$ cat src/rtl/baccarat_dealer_pkg.sv
// Shared state encoding and card/score constants for the baccarat dealer.
package baccarat_dealer_pkg;

  typedef enum logic [3:0] {
    DEAL_P1,
    DEAL_D1,
    DEAL_P2,
    DEAL_D2,
    DECIDE_P,
    DEAL_P3,
    DECIDE_D,
    DEAL_D3,
    DONE
  } state_t;

  localparam logic [3:0] CARD_NONE        = 4'd0;
  localparam logic [3:0] CARD_MIN         = 4'd1;
  localparam logic [3:0] CARD_MAX         = 4'd13;
  localparam logic [3:0] NATURAL_MIN      = 4'd8;
  localparam logic [3:0] PLAYER_STAND_MIN = 4'd6;

endpackage

$ cat src/rtl/baccarat_dealer_deal_card.sv
// Free-running card source: cycles A..K (1..13) every clock, independent of play.
module deal_card
  import baccarat_dealer_pkg::*;
(
  input  logic       slow_clock,
  input  logic       reset,
  output logic [3:0] card
);

  // Out-of-range values also fold back to ace so the source always recovers.
  always_ff @(posedge slow_clock) begin
    if (reset)
      card <= CARD_MIN;
    else if (card >= CARD_MAX)
      card <= CARD_MIN;
    else
      card <= card + 4'd1;
  end

endmodule

$ cat src/rtl/baccarat_dealer.sv
// Baccarat dealing sequencer: deals the four opening cards on step, applies the
// third-card rules against external hand scores and reports the winner.
module baccarat_dealer
  import baccarat_dealer_pkg::*;
(
  input  logic       slow_clock,
  input  logic       reset,
  input  logic       step,
  input  logic [3:0] pscore,
  input  logic [3:0] dscore,
  output logic [3:0] pcard1,
  output logic [3:0] pcard2,
  output logic [3:0] pcard3,
  output logic [3:0] dcard1,
  output logic [3:0] dcard2,
  output logic [3:0] dcard3,
  output logic       done,
  output logic       player_win,
  output logic       dealer_win
);

  state_t     state, next_state;
  logic [3:0] card;
  logic       load_p1, load_p2, load_p3, load_d1, load_d2, load_d3;
  logic       clear_all;

  deal_card u_deal_card (
    .slow_clock (slow_clock),
    .reset      (reset),
    .card       (card)
  );

  function automatic logic [3:0] third_card_value(input logic [3:0] c);
    logic [3:0] v;
    v = (c >= 4'd10) ? 4'd0 : c;
    return v;
  endfunction

  // Banker's draw rule, keyed on the dealer total and the player's third card.
  function automatic logic dealer_draws(input logic [3:0] ds, input logic [3:0] v);
    logic draw;
    case (ds)
      4'd0, 4'd1, 4'd2: draw = 1'b1;
      4'd3:             draw = (v != 4'd8);
      4'd4:             draw = (v >= 4'd2) && (v <= 4'd7);
      4'd5:             draw = (v >= 4'd4) && (v <= 4'd7);
      4'd6:             draw = (v >= 4'd6) && (v <= 4'd7);
      default:          draw = 1'b0;
    endcase
    return draw;
  endfunction

  always_ff @(posedge slow_clock) begin
    if (reset)
      state <= DEAL_P1;
    else
      state <= next_state;
  end

  always_comb begin
    next_state = state;
    load_p1    = 1'b0;
    load_p2    = 1'b0;
    load_p3    = 1'b0;
    load_d1    = 1'b0;
    load_d2    = 1'b0;
    load_d3    = 1'b0;
    clear_all  = 1'b0;
    case (state)
      DEAL_P1: if (step) begin load_p1 = 1'b1; next_state = DEAL_D1; end
      DEAL_D1: if (step) begin load_d1 = 1'b1; next_state = DEAL_P2; end
      DEAL_P2: if (step) begin load_p2 = 1'b1; next_state = DEAL_D2; end
      DEAL_D2: if (step) begin load_d2 = 1'b1; next_state = DECIDE_P; end
      DECIDE_P: begin
        if ((pscore >= NATURAL_MIN) || (dscore >= NATURAL_MIN))
          next_state = DONE;
        else if (pscore < PLAYER_STAND_MIN)
          next_state = DEAL_P3;
        else if (dscore < PLAYER_STAND_MIN)
          next_state = DEAL_D3;
        else
          next_state = DONE;
      end
      DEAL_P3: if (step) begin load_p3 = 1'b1; next_state = DECIDE_D; end
      DECIDE_D: begin
        if (dealer_draws(dscore, third_card_value(pcard3)))
          next_state = DEAL_D3;
        else
          next_state = DONE;
      end
      DEAL_D3: if (step) begin load_d3 = 1'b1; next_state = DONE; end
      DONE: if (step) begin clear_all = 1'b1; next_state = DEAL_P1; end
      default: next_state = DEAL_P1;
    endcase
  end

  // Reset outranks everything, so a round interrupted mid-deal leaves no partial card.
  always_ff @(posedge slow_clock) begin
    if (reset || clear_all) begin
      pcard1 <= CARD_NONE;
      pcard2 <= CARD_NONE;
      pcard3 <= CARD_NONE;
      dcard1 <= CARD_NONE;
      dcard2 <= CARD_NONE;
      dcard3 <= CARD_NONE;
    end else begin
      if (load_p1) pcard1 <= card;
      if (load_p2) pcard2 <= card;
      if (load_p3) pcard3 <= card;
      if (load_d1) dcard1 <= card;
      if (load_d2) dcard2 <= card;
      if (load_d3) dcard3 <= card;
    end
  end

  assign done       = (state == DONE);
  assign player_win = done && (pscore >= dscore);
  assign dealer_win = done && (dscore >= pscore);

endmodule

$ cat config.mk
export PLATFORM = sky130hd
export DESIGN_NAME = baccarat_dealer
export DESIGN_NICKNAME = d
export VERILOG_FILES = /design/src/rtl/baccarat_dealer_pkg.sv /design/src/rtl/baccarat_dealer_deal_card.sv /design/src/rtl/baccarat_dealer.sv
export SDC_FILE = /design/constraint.sdc
export NUM_CORES = 1
export LEC_CHECK = 0
export ABC_AREA = 1
export BUFFER_PORTS_ARGS = -buffer_cell sky130_fd_sc_hd__buf_4
export CAP_MARGIN = 20
export CORE_MARGIN = 4
export CORE_UTILIZATION = 55
export CTS_CLUSTER_DIAMETER = 200
export DETAILED_ROUTE_END_ITERATION = 8
export HOLD_SLACK_MARGIN = 0.1
export PLACE_DENSITY = 0.83
export SYNTH_ARGS = -nofsm -noshare
export SYNTH_HDL_FRONTEND = slang
export SYNTH_SLANG_ARGS = --single-unit
$ cat constraint.sdc
create_clock -name slow_clock -period 2.1 [get_ports slow_clock]
set_clock_uncertainty 0.1 [all_clocks]
set_input_delay 0.42 -clock slow_clock [delete_from_list [all_inputs] [get_ports slow_clock]]
set_output_delay 0.42 -clock slow_clock [all_outputs]
set_load 0.1 [all_outputs]
==> metrics.md, run 1 <==
| Metric | Value |
|---|---|
| Final GP Congestion | 0.8778 |
| CP cell instances | buf_4, inv_1, ha_1, nand2_1, inv_1, nand3_2, inv_1, o21ai_1, inv_2, buf_8 |
| Max-cap violations | 0 |
| Iteration-0 DRC Markers | 166 |
| CTS Buf Count | 5 |
| Final Hold Fails | 0 |
| Cell variety after synth | 21 |
| Slew Limit Fails | 0 |
| Final setup fails | 0 |
| Total Power | 1.287 mW |
| Maximum buffer depth of the clock tree | 2 |
| Fmax | 492.1 MHz |
| Total GRT Usage | 22.26% |
| Die height | 61.43 um |
| Largest net degree at the start of global routing | 14 |
| Post-Syn Area | 1570 um^2 |
| Worst r2r src | state[1] |
| Post-route DRC | 0 |
| Average size of a mapped cell | 6.917 um^2 |
| Die area | 3774 um^2 |
| WP data required | 1.58 ns |
| Commonest non-fill, non-tap cell in the layout | nand2_1 |
| PortBufs | 37 |
| Syn nets | 245 |
| CTS tree | built |
| Status | completed |
| Worst Path Arrival | 1.51 ns |
| DRT antenna net count | 0 |
| First-pass GRT wire length | 6.092 mm |
| First-pass DRT Iterations | 5 |
| GRT Residual Overflow | 0 |
| Row cnt | 19 |
| Max-slew headroom | 66.61% |
| Crit path largest cell delay | 0.29 ns |
| Total number of yosys warnings | 0 |
| Initial antenna violation count | 0 |
| Most frequent cells in the layout | nand2_1 (59), buf_4 (37), inv_1 (34) |
| Tcrit/Tclk final | 96.77% |
| Root buffer cell | clkbuf_4 |
| Post-Route WL | 3.643 mm |
| Nets | 287 |
| Post-synthesis cell count | 227 |
| Peak supply drop | 0.6556 mV |
| Crit-path max FO | 2 |
| Hold path start | reset |
| Slew @ Worst Pin | 0.4956 ns |
| Register area share after synthesis | 40.80% |
| WP buf/inv | 6 |
| RSZ-0062 raised after global routing | true |
| CP Launch Type | input pin |
| Top delay family on crit path | buffers and inverters |
| Placed wire-length estimate | 2.675 mm |
| Wire length per cell | 12.10 um |
| Vias per cell | 5.159 |
| Cell Pwr Density | 644.7 nW/um^2 |
| Die width | 61.43 um |
| Worst path slowest cell | ha_1 |
| Fillcell total | 235 |
| Via count | 1,553 |
| Final min period | 2.032 ns |
| Total clock sinks | 32 |
| Synth Register Bits | 32 |
| Clock latency at the later pin of the worst-skew pair | 0.33 ns |
| Hold Path Class | in -> reg |
| Effective utilization at floorplan | 57.44% |
| Layout cells sized above 1 | 22.96% |
| Cells on worst reg2reg path | 5 |
| Crit-path most repeated cell | inv_1 |
| Cell count along the critical path | 10 |
| Htree depth | 2 |
| CP endpoint kind | output port |
| Final std cell area, no fill | 1997 um^2 |
| Antenna Cells | 0 |
| P_leak | 0.9414 nW |
| Hold Path Depth | 2 |
| Core region area | 2734 um^2 |
| Vias in the first global route | 1,472 |
| Io pins | 38 |
| Crit. Startpoint | pscore[3] |
| Placed cell area | 1899 um^2 |
| Post-CTS Hold Fix Bufs | 0 |
| CP Class | in -> out |
| CTS clk-pin slew, worst paths | 0.10 ns |
| P&R area growth vs syn | 27.17% |
-- metrics by stage --
stage	TNS, ns	instances	setup slack, ns	utilization, %	hold WS (ns)
after CTS	0	301	0.02245	71.99	0.1802
final	0	301	0.06773	73.04	0.1972
after detailed placement	-0.02568	293	-0.02568	69.47	0.3572
after global placement	0	293	0.005786	69.47	0.3543
after floorplan	0	227	0.01769	-	0.3576
after global routing	-0.03309	301	-0.03309	73.04	0.1747
-- cell type report --
type / count / area (um^2) / share of cell area (%)
Clock buffer: 7 / 55.05 / 2.757
Sequential cell: 32 / 640.6 / 32.08
Tap cell: 31 / 38.79 / 1.942
Inverter: 38 / 146.4 / 7.331
Timing Repair Buffer: 39 / 304.0 / 15.23
Clock inverter: 1 / 7.507 / 0.3759
Multi-Input combinational cell: 153 / 804.5 / 40.29
-- power breakdown --
group	switching [mW]	internal, mW	total, mW
clock network	0.208	0.164	0.372
registers	0.0318	0.629	0.661
logic	0.180	0.0747	0.254
total	0.420	0.868	1.29
-- path summary, 6_finish.rpt --
check	slack, ns	end
worst max-delay path	0.07	dealer_win
worst max register to register	0.54	dcard3[3]
worst min register to register	0.37	pcard1[2]
worst min-delay path	0.20	state[3]
-- layer usage --
layer / GRT usage [%] / vias to the layer above / routed length, um
met5: 0 / - / 0
met4: 7.879 / 0 / 38
met3: 8.595 / 7 / 291
met2: 37.16 / 55 / 1855
met1: 26.06 / 685 / 1457
li1: - / 806 / -
-- state kept, by name (all words and copies together) (netlist names) --
| register | cells |
|---|---|
| dcard1 | 4 |
| dcard2 | 4 |
| dcard3 | 4 |
| pcard1 | 4 |
| pcard2 | 4 |
| pcard3 | 4 |
| state | 4 |
| u_deal_card.card | 4 |
-- cells in the mapped netlist --
cell / number / area (um^2)
xnor2_1: 1 / 8.760
ha_1: 7 / 87.58
o21ai_0: 10 / 50.05
a41oi_1: 1 / 8.760
dfxtp_1: 32 / 640.6
o21ai_2: 1 / 8.760
nand2_1: 59 / 221.5
nand3_1: 16 / 80.08
xor2_1: 1 / 8.760
inv_2: 2 / 7.510
nor3_4: 1 / 16.27
clkbuf_2: 1 / 5.000
inv_1: 36 / 135.1
nor2_2: 4 / 25.02
a21oi_1: 31 / 155.2
buf_2: 2 / 10.01
nand2_2: 1 / 6.260
nor3_1: 1 / 5.000
a211oi_1: 3 / 22.52
buf_4: 1 / 7.510
nor2_1: 16 / 60.06
-- worst register-to-register path, stage by stage, from the launching register on --
cell	delay, ns
dfxtp_1	0.38
nor2_4	0.18
nand3_4	0.12
o21ai_2	0.34
buf_4	0.27
a21oi_1	0.07
-- logic make-up (layout without fill, tap and decap cells) --
family                   count (synthesis)  in the layout  synth area share (%)
adder cells (fa/ha/maj)                  7              7                 5.577
AO/OA/AOI/OAI                           46             46                 15.62
flip-flops                              32             32                 40.80
buffers and inverters                   42             85                 10.52
XOR/XNOR                                 2              2                 1.116
AND/OR/NAND/NOR                         98             98                 26.37
-- timing repair --
action                     in CTS  in global routing
hold endpoints to repair        0                  0
setup endpoints to repair       1                  2
setup buffers                   0                  0
gates resized for setup         2                  6
Note: power is estimated with default switching activity, not from simulation.
==> run 2, diff against run 1 <==
- CORE_UTILIZATION: 55 -> 56
- PLACE_DENSITY: 0.83 -> 0.84
==> run 2 against run 1 <==
Sequential share of layout area decreased by 0.65 points. Critical path depth decreased by 2. Power increased by 12%. Sequential power about the same. Combinational power increased by 2%. Largest power group unchanged. Final area increased by 2.1%. Routed wire length decreased by 3.7%. Critical path type unchanged. Fmax increased by 1.3%. Clock-buffer cell count unchanged. Non-clock buffer count increased by 1. First-iteration DRC count decreased by 46%. Global-route usage decreased by 1.9 points.
==> metrics.md, run 2 (synthesis results as in run 1) <==
| Metric | Value |
|---|---|
| Cell Pwr Density | 706.7 nW/um^2 |
| Final std cell area, no fill | 2038 um^2 |
| Row cnt | 18 |
| WP data required | 1.58 ns |
| Maximum buffer depth of the clock tree | 2 |
| CP Class | in -> out |
| Die height | 60.96 um |
| Antenna Cells | 0 |
| Final min period | 2.007 ns |
| Placed wire-length estimate | 2.669 mm |
| Clock latency at the later pin of the worst-skew pair | 0.33 ns |
| Iteration-0 DRC Markers | 90 |
| CP endpoint kind | output port |
| Placed cell area | 1906 um^2 |
| Die area | 3716 um^2 |
| Final setup fails | 0 |
| Final Hold Fails | 0 |
| Total GRT Usage | 20.39% |
| Htree depth | 2 |
| Hold Path Class | in -> reg |
| CP cell instances | buf_4, inv_1, ha_1, a21oi_2, o21ai_2, o21ai_1, inv_2, buf_6 |
| Tcrit/Tclk final | 95.56% |
| Vias in the first global route | 1,330 |
| Fmax | 498.3 MHz |
| Total clock sinks | 32 |
| Die width | 60.96 um |
| Routed wl met2 | 1.640 mm |
| Via count | 1,552 |
| DRT antenna net count | 0 |
| Nets | 288 |
| CTS Buf Count | 5 |
| Core region area | 2567 um^2 |
| Max layer used | met4 |
| Max-slew headroom | 65.79% |
| Fillcell total | 209 |
| WL met3 | 224 um |
| Layout cells sized above 1 | 24.35% |
| PortBufs | 37 |
| Crit-path max FO | 2 |
| Most frequent cells in the layout | nand2_1 (58), buf_4 (38), inv_1 (34) |
| GRT Residual Overflow | 0 |
| Worst path slowest cell | ha_1 |
| Post-Route WL | 3.509 mm |
| Status | completed |
| P&R area growth vs syn | 29.80% |
| CTS clk-pin slew, worst paths | 0.09 ns |
| Io pins | 38 |
| First-pass GRT wire length | 5.602 mm |
| Commonest non-fill, non-tap cell in the layout | nand2_1 |
| P_leak | 0.9659 nW |
| Core Util, Final | 79.39% |
| Worst Path Arrival | 1.49 ns |
| Root buffer cell | clkbuf_4 |
| Slew @ Worst Pin | 0.5077 ns |
| WL met1 | 1.581 mm |
| Initial antenna violation count | 0 |
| Peak supply drop | 0.7684 mV |
| Post-CTS Hold Fix Bufs | 0 |
| CP Launch Type | input pin |
| Max-cap violations | 0 |
| Final GP Congestion | 0.8838 |
| Slew Limit Fails | 0 |
| CTS tree | built |
| Vias per cell | 5.156 |
| Crit path largest cell delay | 0.33 ns |
| RSZ-0062 raised after global routing | false |
| Post-route DRC | 0 |
| Wire length per cell | 11.66 um |
| Largest net degree at the start of global routing | 13 |
| Effective utilization at floorplan | 61.16% |
| First-pass DRT Iterations | 4 |
-- run 2: changes by cell type in the layout (fill, tap and decap cells not counted), sizes merged --
cell	change
clkinvlp	-1
bufinv	+1
buf	+1
-- run 2: repair_timing --
item / 4_1_cts / 5_1_grt
setup endpoints to repair: 1 / 3
pin swaps: 1 / 0
setup buffers: 0 / 0
resized for setup: 2 / 7
-- run 2: worst max-delay path, delay by kind of cell --
kind,cells,cell delay (ns)
compound gates,3,0.39
buf+inv,4,0.35
fa+ha+maj,1,0.33
-- run 2: routing by layer --
metal / track usage, % / vias to the layer above
met5: 0 / -
met4: 8.669 / 0
met3: 5.745 / 8
met2: 32.52 / 43
met1: 25.81 / 693
li1: - / 808
-- run 2: through the flow --
| step | total power, mW | cells | worst slack [ns] | setup TNS (ns) | hold slack, ns |
|---|---|---|---|---|---|
| 2_1_floorplan | 0.8528 | 227 | 0.01769 | 0 | 0.3576 |
| 3_3_place_gp | 0.9162 | 293 | 0.01548 | 0 | 0.3530 |
| 3_5_place_dp | 0.9212 | 293 | -0.01156 | -0.01156 | 0.3549 |
| 4_1_cts | 1.439 | 301 | 0.01088 | 0 | 0.1733 |
| 5_1_grt | 1.504 | 301 | 0.01564 | 0 | 0.1652 |
| 6_report | 1.440 | 301 | 0.09331 | 0 | 0.1907 |
-- run 2: layout make-up --
class / count / area, um^2 / area share, %
flip-flops and latches: 32 / 640.6 / 31.43
multi-input cells: 153 / 810.8 / 39.78
clock inverters: 1 / 30.03 / 1.473
inverters: 38 / 146.4 / 7.182
clock buffers: 7 / 65.06 / 3.192
repair buffers: 40 / 307.8 / 15.10
well taps: 30 / 37.54 / 1.842
-- run 2: worst paths after layout --
check          endpoint  slack (ns)  cells past startpoint       from
max          dealer_win        0.09                      8  pscore[1]
min reg2reg   dcard3[0]        0.37                      2  dcard3[0]
max reg2reg   dcard2[1]        0.53                      5   state[1]
min            state[1]        0.19                      2      reset
-- run 2: where the power goes --
group / internal [mW] / switching [mW]
clock: 0.316 / 0.206
combinational: 0.0775 / 0.180
sequential: 0.629 / 0.0318
==> run 3, diff against run 2 <==
- CORE_ASPECT_RATIO: not set -> 0.5
- SETUP_SLACK_MARGIN: not set -> 0.2
==> run 3 against run 2 <==
Setup slack better by 0.052 ns. Hold slack improved by 0.045 ns. Sequential share of layout area fell by 2.2 points. Sequential power about the same. Final area rose by 8.3%. Cell count increased by 2.7%. Flip-flop and latch count unchanged. Register-to-register slack lost 0.09 ns. Fmax up 2.7%. Non-clock buffer count grew 1. Core utilization up 4.4 points. Critical path type unchanged. Critical endpoint unchanged. Highest routed layer unchanged.
==> metrics.md, run 3 (synthesis results as in run 1) <==
| Metric | Value |
|---|---|
| Status | completed |
| First-pass DRT Iterations | 5 |
| Worst path slowest cell | ha_4 |
| Crit path largest cell delay | 0.26 ns |
| RSZ-0062 raised after global routing | true |
| Fmax | 511.6 MHz |
| Peak supply drop | 0.6671 mV |
| DRT antenna net count | 0 |
| Total GRT Usage | 22.67% |
| Post-CTS Hold Fix Bufs | 0 |
| P_leak | 0.9840 nW |
| CP cell instances | buf_6, ha_4, a21oi_4, o21ai_4, o21ai_2, inv_4, buf_12 |
| Max-cap violations | 0 |
| Maximum buffer depth of the clock tree | 2 |
| Final Hold Fails | 0 |
| Final GP Congestion | 0.8680 |
| Vias in the first global route | 1,475 |
| Effective utilization at floorplan | 59.59% |
| Placed Cells | 298 |
| P&R area growth vs syn | 40.56% |
| GRT Residual Overflow | 0 |
| PortBufs | 37 |
| Antenna Cells | 0 |
| Via count | 1,595 |
| Most frequent cells in the layout | nand2_1 (58), buf_4 (32), dfxtp_1 (29) |
| Io pins | 38 |
| Htree depth | 2 |
| Die height | 45.45 um |
| Slew @ Worst Pin | 0.5017 ns |
| CP Class | in -> out |
| Total clock sinks | 32 |
| Clock latency at the later pin of the worst-skew pair | 0.29 ns |
| Core region area | 2635 um^2 |
| Die width | 82.89 um |
| Post-route DRC | 0 |
| Iteration-0 DRC Markers | 61 |
| Hold Path Class | in -> reg |
| Max-slew headroom | 66.20% |
| Slew Limit Fails | 0 |
| Root buffer cell | clkbuf_8 |
| CP Launch Type | input pin |
| Fillcell total | 162 |
| CTS clk-pin slew, worst paths | 0.07 ns |
| Cell Pwr Density | 651.1 nW/um^2 |
| Initial antenna violation count | 0 |
| Post-Route WL | 4.091 mm |
| Final non-filler cell total | 309 |
| CTS tree | built |
| Vias per cell | 5.162 |
| Final setup fails | 0 |
| Final min period | 1.955 ns |
| Setup tns final | 0 ns |
| Crit-path max FO | 4 |
| Layout cells sized above 1 | 30.51% |
| WP data required | 1.58 ns |
| Die area | 3767 um^2 |
| Worst Path Arrival | 1.43 ns |
| Largest net degree at the start of global routing | 14 |
| Row cnt | 13 |
| Nets | 289 |
| First-pass GRT wire length | 6.686 mm |
| Placed wire-length estimate | 2.818 mm |
| CTS Buf Count | 5 |
| Commonest non-fill, non-tap cell in the layout | nand2_1 |
| Tcrit/Tclk final | 93.09% |
| CP endpoint kind | output port |
| Wire length per cell | 13.24 um |
-- run 3: cell count changes in the layout (fill, tap and decap cells not counted), moves of 3 or more --
| cell | change |
|---|---|
| buf_4 | -6 |
| buf_6 | +3 |
| clkbuf_4 | -5 |
| clkbuf_8 | +3 |
| dfxtp_1 | -3 |
| dfxtp_2 | +3 |
| ha_1 | -4 |
| ha_4 | +4 |
| inv_1 | -7 |
| inv_4 | +5 |
-- run 3: power breakdown --
part | switching, mW | leakage, nW | total [mW] | internal [mW]
Combinational | 0.204 | 0.675 | 0.306 | 0.102
Sequential | 0.0318 | 0.261 | 0.662 | 0.630
Clock | 0.239 | 0.0479 | 0.470 | 0.230
Total | 0.475 | 0.984 | 1.44 | 0.962
-- run 3: per-stage QoR --
step | power, mW | setup WS, ns | hold slack, ns | util [%] | area, um^2
final | 1.437 | 0.1452 | 0.2354 | 83.76 | 2207
after global routing | 1.505 | 0.1205 | 0.2394 | 83.76 | 2207
after CTS | 1.427 | 0.1563 | 0.2337 | 81.05 | 2136
after detailed placement | 0.9436 | 0.07349 | 0.3557 | 74.83 | 1972
after global placement | 0.9356 | 0.09272 | 0.3512 | 74.83 | 1972
after floorplan | 0.8716 | 0.1375 | 0.3576 | - | 1663
-- run 3: routing by layer --
layer / track usage, % / wire, um / up-vias
li1: - / - / 811
met2: 41.56 / 2006 / 45
met1: 25.89 / 1853 / 732
met4: 7.492 / 65 / 0
met5: 0 / 0 / -
met3: 7.581 / 164 / 7
-- run 3: final cells by class --
cell class | instances | area [um^2] | share of cell area, %
multi-input combinational | 153 | 903.4 | 40.93
inverter | 38 | 158.9 | 7.200
clock inverter | 3 | 18.77 | 0.8503
timing repair buffer | 41 | 366.6 | 16.61
tap | 37 | 46.29 | 2.098
clock buffer | 5 | 68.82 | 3.118
sequential | 32 | 644.4 | 29.19
-- run 3: path summary, 6_finish.rpt --
path | slack (ns) | to | startpoint | cells after the start
setup reg to reg | 0.44 | pcard1[1] | state[1] | 6
hold / removal | 0.24 | state[0] | reset | 2
hold reg to reg | 0.37 | pcard1[0] | pcard1[0] | 2
setup / recovery | 0.15 | dealer_win | dscore[1] | 7
-- run 3: timing repair --
action	in CTS	in global routing
gates resized for setup	15	17
setup buffers	1	2
pin swaps	8	10
endpoints found under the setup margin	3	3
-- run 3: worst max-delay path: cells and delay by family --
kind	cells	cell delay, ns
fa+ha+maj	1	0.26
compound gates	3	0.43
buf+inv	3	0.32
